<file path="src/rtl/timed_rr_arbiter.sv">
// timed_rr_arbiter: round-robin arbiter granting a shared timed resource
// for T_MIN..T_MAX cycles, with a T_GAP-cycle idle gap after every grant.
module timed_rr_arbiter #(
  parameter int N = 4,
  parameter int T_MIN = 2,
  parameter int T_MAX = 4,
  parameter int T_GAP = 1,
  localparam int IW = (N > 2) ? $clog2(N) : 1
) (
  input  logic          clk,
  input  logic          rst_n,
  input  logic [N-1:0]  req,
  output logic [N-1:0]  gnt,
  output logic [IW-1:0] gnt_id,
  output logic          busy,
  output logic          timeout
);
  localparam int CW = $clog2(T_MAX + 1);
  localparam int GW = $clog2(T_GAP + 1);
  localparam logic [1:0] IDLE  = 2'd0;
  localparam logic [1:0] GRANT = 2'd1;
  localparam logic [1:0] GAP   = 2'd2;

  logic [1:0]    state;
  logic [IW-1:0] ptr;
  logic [CW-1:0] cnt;
  logic [GW-1:0] gcnt;
  logic [2*N-1:0] rot;
  logic [IW-1:0] off, pick, nxt;
  logic [IW:0]   sum, sub;
  logic          any;

  // rotate the request vector so the search always starts at bit 0
  always_comb begin
    rot = {req, req} >> ptr;
    any = |req;
    off = '0;
    for (int i = N - 1; i >= 0; i--) if (rot[i]) off = IW'(i);
    sum = {1'b0, ptr} + {1'b0, off};
    sub = sum - (IW+1)'(N);
    pick = (sum >= (IW+1)'(N)) ? sub[IW-1:0] : sum[IW-1:0];
    nxt = (pick == IW'(N - 1)) ? '0 : pick + IW'(1);
  end

  always_ff @(posedge clk or negedge rst_n)
    if (!rst_n) begin
      state <= IDLE;
      gnt <= '0;
      gnt_id <= '0;
      busy <= 1'b0;
      timeout <= 1'b0;
      ptr <= '0;
      cnt <= '0;
      gcnt <= '0;
    end else begin
      timeout <= 1'b0;
      if (state == GRANT) begin
        if (cnt == CW'(T_MAX)) begin
          state <= GAP;
          gnt <= '0;
          timeout <= 1'b1;
          gcnt <= GW'(1);
        end else if (cnt >= CW'(T_MIN) && !req[gnt_id]) begin
          state <= GAP;
          gnt <= '0;
          gcnt <= GW'(1);
        end else cnt <= cnt + CW'(1);
      end else if (state == GAP && gcnt != GW'(T_GAP)) gcnt <= gcnt + GW'(1);
      else if (any) begin
        state <= GRANT;
        gnt <= {{(N-1){1'b0}}, 1'b1} << pick;
        gnt_id <= pick;
        busy <= 1'b1;
        cnt <= CW'(1);
        ptr <= nxt;
      end else begin
        state <= IDLE;
        busy <= 1'b0;
      end
    end
endmodule

</file>
<file path="config.mk">
export PLATFORM = sky130hd
export DESIGN_NAME = timed_rr_arbiter
export DESIGN_NICKNAME = d
export VERILOG_FILES = /design/src/rtl/timed_rr_arbiter.sv
export SDC_FILE = /design/constraint.sdc
export NUM_CORES = 1
export LEC_CHECK = 0
export BUFFER_PORTS_ARGS = -buffer_cell sky130_fd_sc_hd__buf_2
export CAP_MARGIN = 40
export CORE_ASPECT_RATIO = 1.2
export CORE_UTILIZATION = 25
export DETAILED_ROUTE_END_ITERATION = 8
export HOLD_SLACK_MARGIN = 0.05
export PLACE_DENSITY = 0.49
export SKIP_LAST_GASP = 1
export SYNTH_ARGS = -nofsm -noshare
export SYNTH_HDL_FRONTEND = slang
export SYNTH_SLANG_ARGS = --single-unit
</file>
<file path="constraint.sdc">
create_clock -name clk -period 2.2 [get_ports clk]
set_input_delay 0.11 -clock clk [delete_from_list [all_inputs] [get_ports clk]]
set_output_delay 0.11 -clock clk [all_outputs]
set_load 0.02 [all_outputs]
</file>
# == Yosys cells after proc, flatten, opt, wreduce, memory -nomap -nowiden ==
# Index checks and enable logic that the tools add are counted.
# word_totals
ff_bits,16
input_bits,6
output_inout_bits,8
wordCells,71
# classes
add_sub_neg,5
magnitude_cmp,3
n_eq_ne,8
shifts,2
muxes,30
bitwise_logic,3
reduce_logical,12
# ops
cell,count
2-bit two-way mux,10
4-bit two-way mux,5
3-bit two-way mux,5
1-bit two-way mux,9
8-bit by 2-bit right shift with 4-bit output,1
2-bit != test (second input constant),3
2-bit AND reduction,3
3-bit AND reduction,2
2-bit == test (second input constant),2
4-bit AND reduction,1
2-bit nonzero test,2
4-bit OR reduction,1
1-bit by 2-bit left shift with 4-bit output (first input constant),1
2-bit by 2-bit adder with 3-bit output,1
3-bit by 1-bit adder with 3-bit output (second input constant),1
3-bit == test (second input constant),1
3-bit by 2-bit greater-or-equal comparator with 1-bit output (second input constant),1
3-bit greater-or-equal comparator (second input constant),1
2-bit by 3-bit less-than comparator with 1-bit output (second input constant),1
3-bit by 1-bit != test with 1-bit output (second input constant),1
1-bit NOT,3
2-bit by 1-bit adder with 2-bit output (second input constant),1
1-bit binary-select mux with 2-bit select,1
2-bit by 1-bit == test with 1-bit output (second input constant),1
4 further kinds,5

# == Depth between registers and ports, before layout ==
# logic_depth
word_depth,12
depth_mapped,13
ltp_nobuf,12

# == Least setup slack after synthesis ==
# Ideal clock, no wire load.
# synth_path
kind,reg2reg
startpoint,register ptr[1]
endpoint,register gnt[3]
setup_time_ns,0.121
arrival_time_ns,1.887
required_ns,2.079
path_slack_ns,0.192
path_stages_with_launch,13
path_buffers,1
synth_period_minus_slack_ns,2.008
path_cell_list,dfrtp_1 -> buf_4 -> nand2_1 -> a21oi_1 -> nor2_1 -> a211oi_1 -> a21oi_1 -> ha_1 -> xor2_1 -> xnor2_2 -> inv_2 -> ha_1 -> a22o_1
# synth_via
elab_chain_len,12
word_cells_on_any_way,13
cone_classes,2 x add/sub; 1 x order compare; 2 x shift; 8 x mux
# synth_lines
item,line_no,source
from (decl),25,logic [IW-1:0] ptr;
from (signal assigned),75,ptr <= nxt;
8-bit by 2-bit right shift with 4-bit output,35,"rot = {req, req} >> ptr;"
2-bit two-way mux (4 in series),38,for (int i = N - 1; i >= 0; i--) if (rot[i]) off = IW'(i);
2-bit by 2-bit adder with 3-bit output (*),39,"sum = {1'b0, ptr} + {1'b0, off};"
3-bit greater-or-equal comparator or 2-bit by 1-bit subtractor with 2-bit output (tied branches),"41, 40",
2-bit two-way mux (*),41,pick = (sum >= (IW+1)'(N)) ? sub[IW-1:0] : sum[IW-1:0];
1-bit by 2-bit left shift with 4-bit output (*),71,"gnt <= {{(N-1){1'b0}}, 1'b1} << pick;"
4-bit two-way mux (*),69,else if (any) begin
4-bit two-way mux (*),68,end else if (state == GAP && gcnt != GW'(T_GAP)) gcnt <= gcnt + GW'(1);
4-bit two-way mux (*),57,if (state == GRANT) begin
to (signal assigned),71,
to (decl),13,"output logic [N-1:0] gnt,"
# Mark *: on every way between the ends. The rest lies on a longest branch, timed or not. The select of a mux whose other input is x is not followed.
# A chain may end at the register's enable or synchronous reset.

# == Worst setup path in the final report ==
# Same ends and word-level chain as after synthesis.

==> flow_summary.toml <==
[place]
placed_cells = 164
hpwl_mm = 1.50
place_congestion = 0.807
io_buffers = 13

[clocking]
clock_sinks = 16
clkTransAtPathRegs_ns = 0.06
cts_made_buffers = 3
root_buffer = "clkbuf_8"
clk_latency_ns = 0.25
clockBufferDepth = 2
cts_tree = "done"
htreeDepth = 1

[power]
power_mw = 1.78
swShare = 0.415
combPwrFrac = 0.570
p_per_area_nw_per_um2 = 1460
p_sw_mw = 0.737
p_int_mw = 1.04
p_clk_frac = 0.145
p_leak_nw = 0.577
seqPwrFrac = 0.285
ir_worst_vdd_mv = 0.287

[sta]
slew_violations = 0
max_freq_mhz = 488
finalCriticalPeriod_ns = 2.05
period_share = 0.931
relSlewSlack = 0.761
tightest_slew_ns = 0.359
fin_tns_setup_ns = 0
setup-violations-final = 0
hold_viol = 0
skew_ns = 0.00413

[logic_synthesis]
yosys.area.top_type = "dfrtp_1"
synth-edff-count = 0
netlist_top_cells_area = "dfrtp_1, ha_1, nand2_1, nor2_1, a21oi_1"
avgSynthCellArea_um2 = 9.87
yosysMostFrequentCell = "dfrtp_1"
synthCells = 101
synth_warnings = 0
yosysUniqueCellTypes = 39
ys_top_cells_by_count = "dfrtp_1, nand2_1, nor2_1"
synth_top_area_share = 0.402
ys.flop_type = "dfrtp_1"
netlist_area_um2 = 997
syn_nets = 112
yosysSeqAreaShare = 0.402
async_reset_ff_frac = 1.00
synth_seq_cells = 16

[floorplanning]
rows = 24
die_h_um = 71.2
die_w_um = 59.7
io_pins = 14
die_area_um2 = 4250
start_util = 0.268
coreArea_um2 = 3720

[route]
drt-total-wl_mm = 1.93
routedWlPerCell_um = 11.3
drc = 0
first_iter_violations = 50
avgViaCountPerCell = 4.45
dr.pass1.iters = 2
ant_nets = 0
vias = 761

[critical_path]
cp_max_fo = 5
criticalPathCategory = "flop to flop"
worst_setup_path_end_kind = "flop"
startpoint_type = "flop"
arrival_ns = 2.18
worstPathRequired_ns = 2.33

[finish]
num-fill-cells = 398
multi_input_area_um2 = 573
instances_no_fill = 171
nets = 131
register_area_um2 = 400
n_antenna_cell = 0
layout-drive-gt1-share = 0.311
area_growth_syn_to_layout_pct = 21.7

[grt]
grt_pass1_wl_mm = 3.24
antenna_found_initial = 0
grt.total_usage = 0.0997
first_global_vias = 728
grt_start_max_net_pins = 17
grt_overflow = 0

[hold_path]
hold_path.class = "primary input to asynchronous set/reset pin"

[flow_run]
drv_cap = 0

[outcome]
status = "finished clean"
-- per-layer routing --
metal | track usage | up-vias | wire [um]
li1 | - | 390 | -
met1 | 0.132 | 360 | 916
met2 | 0.153 | 9 | 923
met3 | 0.0256 | 2 | 70
met4 | 0.0388 | 0 | 15
met5 | 0 | - | 0
-- flip-flops by register name, indices dropped and copies added, names as in the netlist --
| register | count |
|---|---|
| gnt_id | 2 |
| timeout | 1 |
| gcnt | 1 |
| ptr | 2 |
| state | 2 |
| gnt | 4 |
| busy | 1 |
| cnt | 3 |
-- worst max-delay path: stages, from the launching register on --
cell and delay (ns):
dfrtp_1 0.40, nand2_1 0.07, a21oi_1 0.12, nor2_1 0.06, a211oi_2 0.19, a21oi_1 0.07
ha_2 0.20, xor2_2 0.15, xnor2_2 0.23, inv_2 0.06, ha_2 0.18, a22o_1 0.20
-- power groups by stage --
stage | Sequential (mW) | Combinational [mW] | Clock (mW)
global route | 0.529 | 1.14 | 0.282
global placement | 0.509 | 0.915 | 0
floorplan | 0.542 | 0.703 | 0
finish | 0.507 | 1.01 | 0.257
CTS | 0.511 | 0.936 | 0.266
detailed placement | 0.514 | 0.931 | 0
-- final timing paths --
path | from | to | slack [ns] | cells past startpoint
worst min register to register | gcnt | gcnt | 0.48 | 2
worst min-delay path | rst_n | cnt[1] | 0.30 | 2
worst max register to register | ptr[1] | gnt[3] | 0.15 | 11
worst max-delay path | ptr[1] | gnt[3] | 0.15 | 11
max in group asynchronous | rst_n | ptr[1] | 1.63 | 2
min in group clk | gcnt | gcnt | 0.48 | 2
-- metrics by stage --
step,cell area (um2),util,hold WS (ns),worst slack (ns)
after floorplan,997,-,-0.186,0.192
after global routing,1210,0.326,0.345,-0.00824
final,1210,0.326,0.300,0.151
after detailed placement,1110,0.298,0.0474,0.0775
after global placement,1110,0.298,0.0464,0.119
after CTS,1170,0.315,0.314,0.0555
-- timing repair --
item,4_1_cts,5_1_grt
hold buffers,1,0
endpoints found under the setup margin,0,3
endpoints found under the hold margin,16,0
gates resized for setup,0,6
setup buffers,0,2
-- final cells by class --
class | instances | share of cell area
multi-input combinational | 77 | 0.472
inverter | 4 | 0.0124
sequential | 16 | 0.330
clock buffer | 4 | 0.0454
tap | 52 | 0.0536
timing repair buffer | 18 | 0.0866
-- placed cells by master (no fill, tap or decap), drive strengths merged, types with 2 or more instances in the layout --
cell type / n
mux2i: 3
inv: 4
clkbuf: 4
buf: 17
mux2: 2
nor2: 13
nor3: 2
and3: 3
nand2b: 2
and2b: 2
o21ai: 3
nand2: 15
ha: 5
o22ai: 2
a21oi: 6
dfrtp: 16
a32o: 3
-- cells by family (layout without fill, tap and decap cells) --
group / Yosys count / after routing / synth area share
AOI/OAI and AO/OA: 21 / 21 / 0.172
xor gates and xnor gates: 2 / 2 / 0.0251
adders and majority gates: 5 / 5 / 0.0627
buffers and inverters: 8 / 26 / 0.0489
DFF: 16 / 16 / 0.402
muxes: 6 / 6 / 0.0828
and+or+nand+nor: 43 / 43 / 0.207
No activity file was read; power rests on OpenSTA's default activity.
